==> src/rtl/fp_credit_fifo.sv <==
// fp_credit_fifo: receiving end of the fixed-latency FP result path.
// A credit counter throttles operation issue so that every result leaving the
// non-stallable FP pipeline finds room in a small result FIFO; the FIFO head is
// presented to the consumer as a ready/valid stream.
// Optional feature macro: FP_CREDIT_FIFO_BYPASS_EN (zero-latency empty bypass).
module fp_credit_fifo #(
  parameter int unsigned EXP   = 8,
  parameter int unsigned MANT  = 9,
  parameter int unsigned WIDTH = 1 + EXP + MANT,
  parameter int unsigned DEPTH = 4,
  parameter int unsigned CW    = $clog2(DEPTH + 1)
) (
  input  logic             clock,
  input  logic             clock_sreset,
  input  logic             issue_valid,
  output logic             issue_ready,
  input  logic             result_valid,
  input  logic [WIDTH-1:0] result,
  output logic             out_valid,
  input  logic             out_ready,
  output logic [WIDTH-1:0] out_data,
  output logic             overflow,
  output logic [CW-1:0]    credits
);

  localparam int unsigned PW = (DEPTH > 1) ? $clog2(DEPTH) : 1;

  logic [WIDTH-1:0] r_mem [DEPTH];
  logic [PW-1:0]    r_wr_ptr;
  logic [PW-1:0]    r_rd_ptr;
  logic [CW-1:0]    r_count;
  logic [CW-1:0]    r_credits;
  logic             r_overflow;
  logic [WIDTH-1:0] r_hold;

  logic             w_empty;
  logic             w_full;
  logic             w_pop_fifo;
  logic             w_bypass;
  logic             w_byp_take;
  logic             w_out_valid;
  logic [WIDTH-1:0] w_out_data;
  logic             w_pop;
  logic             w_issue;
  logic             w_wr;
  logic             w_drop;

  // Pointers wrap at DEPTH-1 so any DEPTH works, not only powers of two.
  function automatic logic [PW-1:0] ptr_next(input logic [PW-1:0] p);
    return (p == PW'(DEPTH - 1)) ? '0 : p + PW'(1);
  endfunction

  assign w_empty    = (r_count == '0);
  assign w_full     = (r_count == CW'(DEPTH));
  assign w_pop_fifo = ~w_empty & out_ready;

`ifdef FP_CREDIT_FIFO_BYPASS_EN
  // Empty FIFO: an arriving result is shown to the consumer in the same cycle.
  assign w_bypass   = w_empty & result_valid;
  assign w_byp_take = w_bypass & out_ready;
`else
  assign w_bypass   = 1'b0;
  assign w_byp_take = 1'b0;
`endif

  // Head presentation; when nothing is available the last head is held.
  always_comb begin
    w_out_valid = ~w_empty | w_bypass;
    w_out_data  = r_hold;
    if (!w_empty) begin
      w_out_data = r_mem[r_rd_ptr];
    end else if (w_bypass) begin
      w_out_data = result;
    end
  end

  assign w_pop   = w_out_valid & out_ready;
  assign w_issue = issue_valid & issue_ready;
  // A full FIFO still accepts a write when the head leaves in the same cycle.
  assign w_wr    = result_valid & ~w_byp_take & (~w_full | w_pop_fifo);
  assign w_drop  = result_valid & w_full & ~w_pop_fifo;

  assign issue_ready = (r_credits != '0);
  assign out_valid   = w_out_valid;
  assign out_data    = w_out_data;
  assign overflow    = r_overflow;
  assign credits     = r_credits;

  // Result storage; contents are qualified by pointers and count, so no reset.
  always_ff @(posedge clock) begin
    if (w_wr && !clock_sreset) begin
      r_mem[r_wr_ptr] <= result;
    end
  end

  // Pointers, occupancy, held head value and sticky overflow.
  always_ff @(posedge clock) begin
    if (clock_sreset) begin
      r_wr_ptr   <= '0;
      r_rd_ptr   <= '0;
      r_count    <= '0;
      r_overflow <= 1'b0;
      r_hold     <= '0;
    end else begin
      if (w_wr) begin
        r_wr_ptr <= ptr_next(r_wr_ptr);
      end
      if (w_pop_fifo) begin
        r_rd_ptr <= ptr_next(r_rd_ptr);
      end
      if (w_pop) begin
        r_hold <= w_out_data;
      end
      case ({w_wr, w_pop_fifo})
        2'b10:   r_count <= r_count + CW'(1);
        2'b01:   r_count <= r_count - CW'(1);
        default: r_count <= r_count;
      endcase
      if (w_drop) begin
        r_overflow <= 1'b1;
      end
    end
  end

  // Credit counter: issue takes a credit, every consumed word returns one.
  always_ff @(posedge clock) begin
    if (clock_sreset) begin
      r_credits <= CW'(DEPTH);
    end else begin
      case ({w_issue, w_pop})
        2'b10:   r_credits <= r_credits - CW'(1);
        2'b01:   if (r_credits != CW'(DEPTH)) r_credits <= r_credits + CW'(1);
        default: r_credits <= r_credits;
      endcase
    end
  end

endmodule

==> config.mk <==
export PLATFORM = sky130hd
export DESIGN_NAME = fp_credit_fifo
export DESIGN_NICKNAME = d
export VERILOG_FILES = /design/src/rtl/fp_credit_fifo.sv
export SDC_FILE = /design/constraint.sdc
export NUM_CORES = 1
export LEC_CHECK = 0
export ABC_AREA = 1
export CAP_MARGIN = 25
export CORE_ASPECT_RATIO = 0.5
export CORE_MARGIN = 3
export CORE_UTILIZATION = 35
export CTS_CLUSTER_DIAMETER = 150
export DETAILED_ROUTE_END_ITERATION = 16
export DONT_BUFFER_PORTS = 1
export RECOVER_POWER = 100
export SLEW_MARGIN = 5
export SYNTH_ARGS = -nofsm -noshare
export SYNTH_HDL_FRONTEND = slang
export SYNTH_SLANG_ARGS = --single-unit
==> constraint.sdc <==
create_clock -name clock -period 1.85 [get_ports clock]
set_clock_uncertainty 0.1 [all_clocks]
set_input_delay 0.2775 -clock clock [delete_from_list [all_inputs] [get_ports clock]]
set_output_delay 0.2775 -clock clock [all_outputs]
set_load 0.03 [all_outputs]
# Word-level counts from Yosys, hierarchy flattened
# Memory sizes are Yosys's and may differ from the RTL's. A register that Yosys moved wholly into a read port is not among the register bits.
# Index checks and enable logic that the tools add are counted.
# word_totals
reg_bits	29
elab_cells	48
mem_bits_rw	72
input_bits	23
out_inout_bits	24
memories	1
# op_classes
muxes	10
n_eq_ne	9
n_bitwise	9
addsub	6
reduce_logical	7
# mem_list
memory	depth	width	read_ports	rd_ports_with_merged_regs	wr	line_no	source
r_mem	4	18	1	1	1	28	logic [WIDTH-1:0] r_mem [DEPTH];
# op_table
operator	count
$mux 18	1
$pmux 3 s2	2
$eq 2x2->1 const B	4
$mux 2	4
$add 3x1->3 const B	2
$sub 3x1->3 const B	2
$and 1x1->1	5
$add 2x1->2 const B	2
$eq 2x1->1 const B	2
$reduce_bool 2->1	2
$eq 3x3->1 const B	1
$logic_not 3->1	1
$mux 3	1
$ne 3x3->1 const B	1
$not 1->1	3
$reduce_bool 3->1	1
$mux 1	2
$ne 2x2->1 const B	1
$reduce_and 2->1	1
$logic_and 1x1->1	1
$logic_not 1->1	1
$or 1x1->1	1

# Logic depth before layout (Yosys ltp)
# logic_depth
depth_word	8
ltp_mapped	11
depth_no_buf	11

# Worst setup path before layout
# No wires, ideal clock.
# synth_path
path_type	input port to flip-flop
start	in clock_sreset
end	mem r_mem[0][0] (netlist name), enable pin
required_time_ns	1.357
t_arrival_ns	1.530
slack_ns	-0.173
stages	4
setup_ns	0.393
n_path_buf	1
path_cell_list	inv_1 clkbuf_1 nand3_1 nor2_1
# synth_via
elab_chain_cells	4
# synth_lines
item	line_no	source
from (decl)	14	input logic clock_sreset,
$logic_not 1->1	91	if (w_wr && !clock_sreset) begin
$logic_and 1x1->1	91	
$mux 1	91	
$mux 1 (not written as such)	92	r_mem[r_wr_ptr] <= result;
to (decl)	28	
# Every way passes these cells.

==> flow_metrics.py <==
metrics = {
    "status": {
        "status": "finished with violations",
        "violations": "setup timing",
    },
    "logic_synthesis": {
        "syn_area_per_cell_sq_um": 11.3,
        "syn-num-nets": 402,
        "syn-cell-area_sq_mm": 0.00419,
        "synth_ff_type": "edfxtp_1",
        "synth_top_cell_area_share": 0.516,
        "async_reset_ff_frac": 0,
        "synthTopCellsByArea": "edfxtp_1, dfxtp_1, a21oi_1",
        "ys_types": 24,
        "synth.most_common_cell": "edfxtp_1",
        "synth_top_area_cell": "edfxtp_1",
        "synth_seq_cells": 103,
        "synth_enable_flop_cells": 72,
        "yosysWarnings": 0,
        "synthTopCellsByCount": "edfxtp_1, nand2_1, a21oi_1",
        "syn_inst": 372,
        "ys_seq_area_frac": 0.664,
    },
    "timing": {
        "min_period_over_period": 1.07,
        "timing.fmax_mhz": 507,
        "fin_tns_setup_ps": -1390,
        "timing.final.ws_setup_ps": -121,
        "min_period_ps": 1970,
        "slew_viol_final": 0,
        "worstMarginPinSlew_ps": 538,
        "finalSetupViolations": 18,
        "rsz0062_at_grt": "yes",
        "max_slew_margin": 0.641,
        "finalHoldViolCount": 0,
    },
    "pwr": {
        "power.leakage_nw": 1.96,
        "ir_drop_uv": 686,
        "power.density_mw_per_mm2": 1700,
    },
    "global_routing": {
        "overflow": 0,
        "grt_usage": 0.143,
        "grt_start_max_net_pins": 42,
        "grt_antenna_before_repair": 0,
        "grt_pass1_vias": 2903,
        "grt_pass1_wl_mm": 14.9,
    },
    "route": {
        "wl_mm": 9.27,
        "first_pass_iters": 4,
        "post_drt_wl_per_cell_um": 15.8,
        "final_antenna_net_count": 0,
        "drt-initial-drc-count": 193,
        "drt-vias-per-instance": 4.83,
        "drc": 0,
        "routed-via-count": 2831,
    },
    "floorplan": {
        "die_h_um": 83.4,
        "initial_core_util": 0.370,
        "io_pins": 47,
        "fp.coreArea_sq_mm": 0.0113,
        "fp-row-count": 27,
        "die_area_sq_mm": 0.0134,
        "die_x_um": 161,
    },
    "clock_network": {
        "clock-root-buffer": "clkbuf_16",
        "htreeDepth": 3,
        "cts_tree": "built",
        "clock_latency_ps": 340,
        "cts_buffers": 9,
        "cts.clk_slew.worst_paths_ps": 70,
        "clk_path_buf_depth": 2,
        "cts.sinks": 103,
    },
    "hold_path": {
        "hp-start": "result_valid",
        "whs_endpoint": "overflow",
        "holdPathStages": 3,
        "hold_path_class": "primary input to flop",
    },
    "place": {
        "gp_congestion": 0.717,
        "port_buffers": 0,
        "placed_area_sq_mm": 0.00464,
        "dp_hpwl_mm": 5.81,
        "preCtsSetupSlack_ps": 120,
    },
    "setup_path": {
        "r2r_cells": 9,
        "timing.rr.start": "r_count[0]",
        "cp_data_required_time_ps": 1470,
        "path_max_fanout": 21,
        "path_class": "flop to output port",
        "r2r_end": "credits[0]",
        "startpoint_type": "flop",
        "regToRegSetupSlack_ps": 0,
        "end_kind": "output port",
        "crit_arrival_ps": 1590,
    },
    "layout": {
        "synthToLayoutAreaGrowth_pct": 25.0,
        "multi_input_area_sq_mm": 0.00128,
        "fin_nets": 452,
        "antennaDiodeCount": 0,
        "layout-drive-gt1-share": 0.197,
        "fin_util": 0.463,
        "ff_latch_area_sq_mm": 0.00279,
        "stdcell_area_sq_mm": 0.00524,
        "fill_cells": 1047,
    },
    "job": {
        "drv_cap": 0,
    },
}
==> where the power goes <==
| part | switching [mW] | internal, mW | total [mW] |
|---|---|---|---|
| sequential | 0.146 | 2.76 | 2.90 |
| clock | 0.852 | 0.925 | 1.78 |
| combinational | 2.59 | 1.64 | 4.23 |
==> cell usage in the layout (no fill, tap or decap), types with 5 or more instances in the layout <==
| cell type | instances |
|---|---|
| edfxtp_1 | 72 |
| nand2_1 | 67 |
| a21oi_1 | 43 |
| nor2_1 | 36 |
| dfxtp_1 | 28 |
| o21ai_0 | 25 |
| dlygate4sd3_1 | 18 |
| inv_1 | 17 |
| a32o_1 | 15 |
| buf_6 | 15 |
| a21oi_2 | 14 |
| clkbuf_16 | 10 |
| buf_4 | 10 |
| nand3_1 | 8 |
| nand2_2 | 5 |
| ha_1 | 5 |
| clkbuf_1 | 5 |
==> what timing repair did <==
action | in CTS | in global routing
gates cloned | 1 | 1
resized for setup | 18 | 27
setup buffers | 0 | 1
hold buffers | 18 | 0
pin swaps | 1 | 1
hold endpoints to repair | 72 | 0
setup endpoints to repair | 18 | 22
==> cell families after synthesis <==
logic type | synth area share
simple gates | 0.112
compound gates | 0.149
flops | 0.664
buf+inv | 0.0472
fa+ha+maj | 0.0245
xor+xnor | 0.00388
==> registers in the layout (all words and copies together) (netlist names), named ones only <==
| register | flops |
|---|---|
| r_mem | 72 |
| r_hold | 18 |
| credits | 3 |
| r_count | 3 |
| r_rd_ptr | 2 |
| r_wr_ptr | 2 |
| overflow | 1 |
==> critical path, cell delays in order, from the launching register on <==
cell	delay, ps
dfxtp_4	410
buf_12	170
nand2_1	70
a32o_2	300
a21oi_2	150
buf_6	150
==> metal layers <==
| metal | up-vias | routed length [um] | global-route usage | share of wire |
|---|---|---|---|---|
| met2 | 48 | 4340 | 0.232 | 0.47 |
| met5 | - | 0 | 0 | 0 |
| met3 | 8 | 358 | 0.0409 | 0.039 |
| met4 | 0 | 96 | 0.0398 | 0.010 |
| li1 | 1418 | - | - | - |
| met1 | 1357 | 4470 | 0.187 | 0.48 |
==> through the flow <==
step	total power [mW]	hold slack, ps	cells
floorplan	5.47	276	372
global placement	6.56	277	549
finish	8.91	116	586
detailed placement	6.62	277	549
global route	9.49	138	586
CTS	8.68	65.3	584
==> worst max-delay path by stage <==
stage                  from           end  slack [ps]  cells past startpoint
4_1_cts                flop   out_data[1]        -140                      5
6_report               flop   out_data[2]        -120                      5
2_1_floorplan  clock_sreset   r_mem[0][0]        -170                      4
5_1_grt                flop   out_data[2]        -190                      5
3_3_place_gp           flop   out_data[0]         140                      5
3_5_place_dp           flop  out_data[17]         120                      5
==> area by class of cell <==
cell class / count / area share
inverters: 19 / 0.0146
well taps: 159 / 0.0380
clock buffers: 9 / 0.0430
clock inverters: 7 / 0.0112
flip-flops and latches: 103 / 0.532
repair buffers: 60 / 0.117
multi-input cells: 229 / 0.244
(Power assumes the default switching activity.)
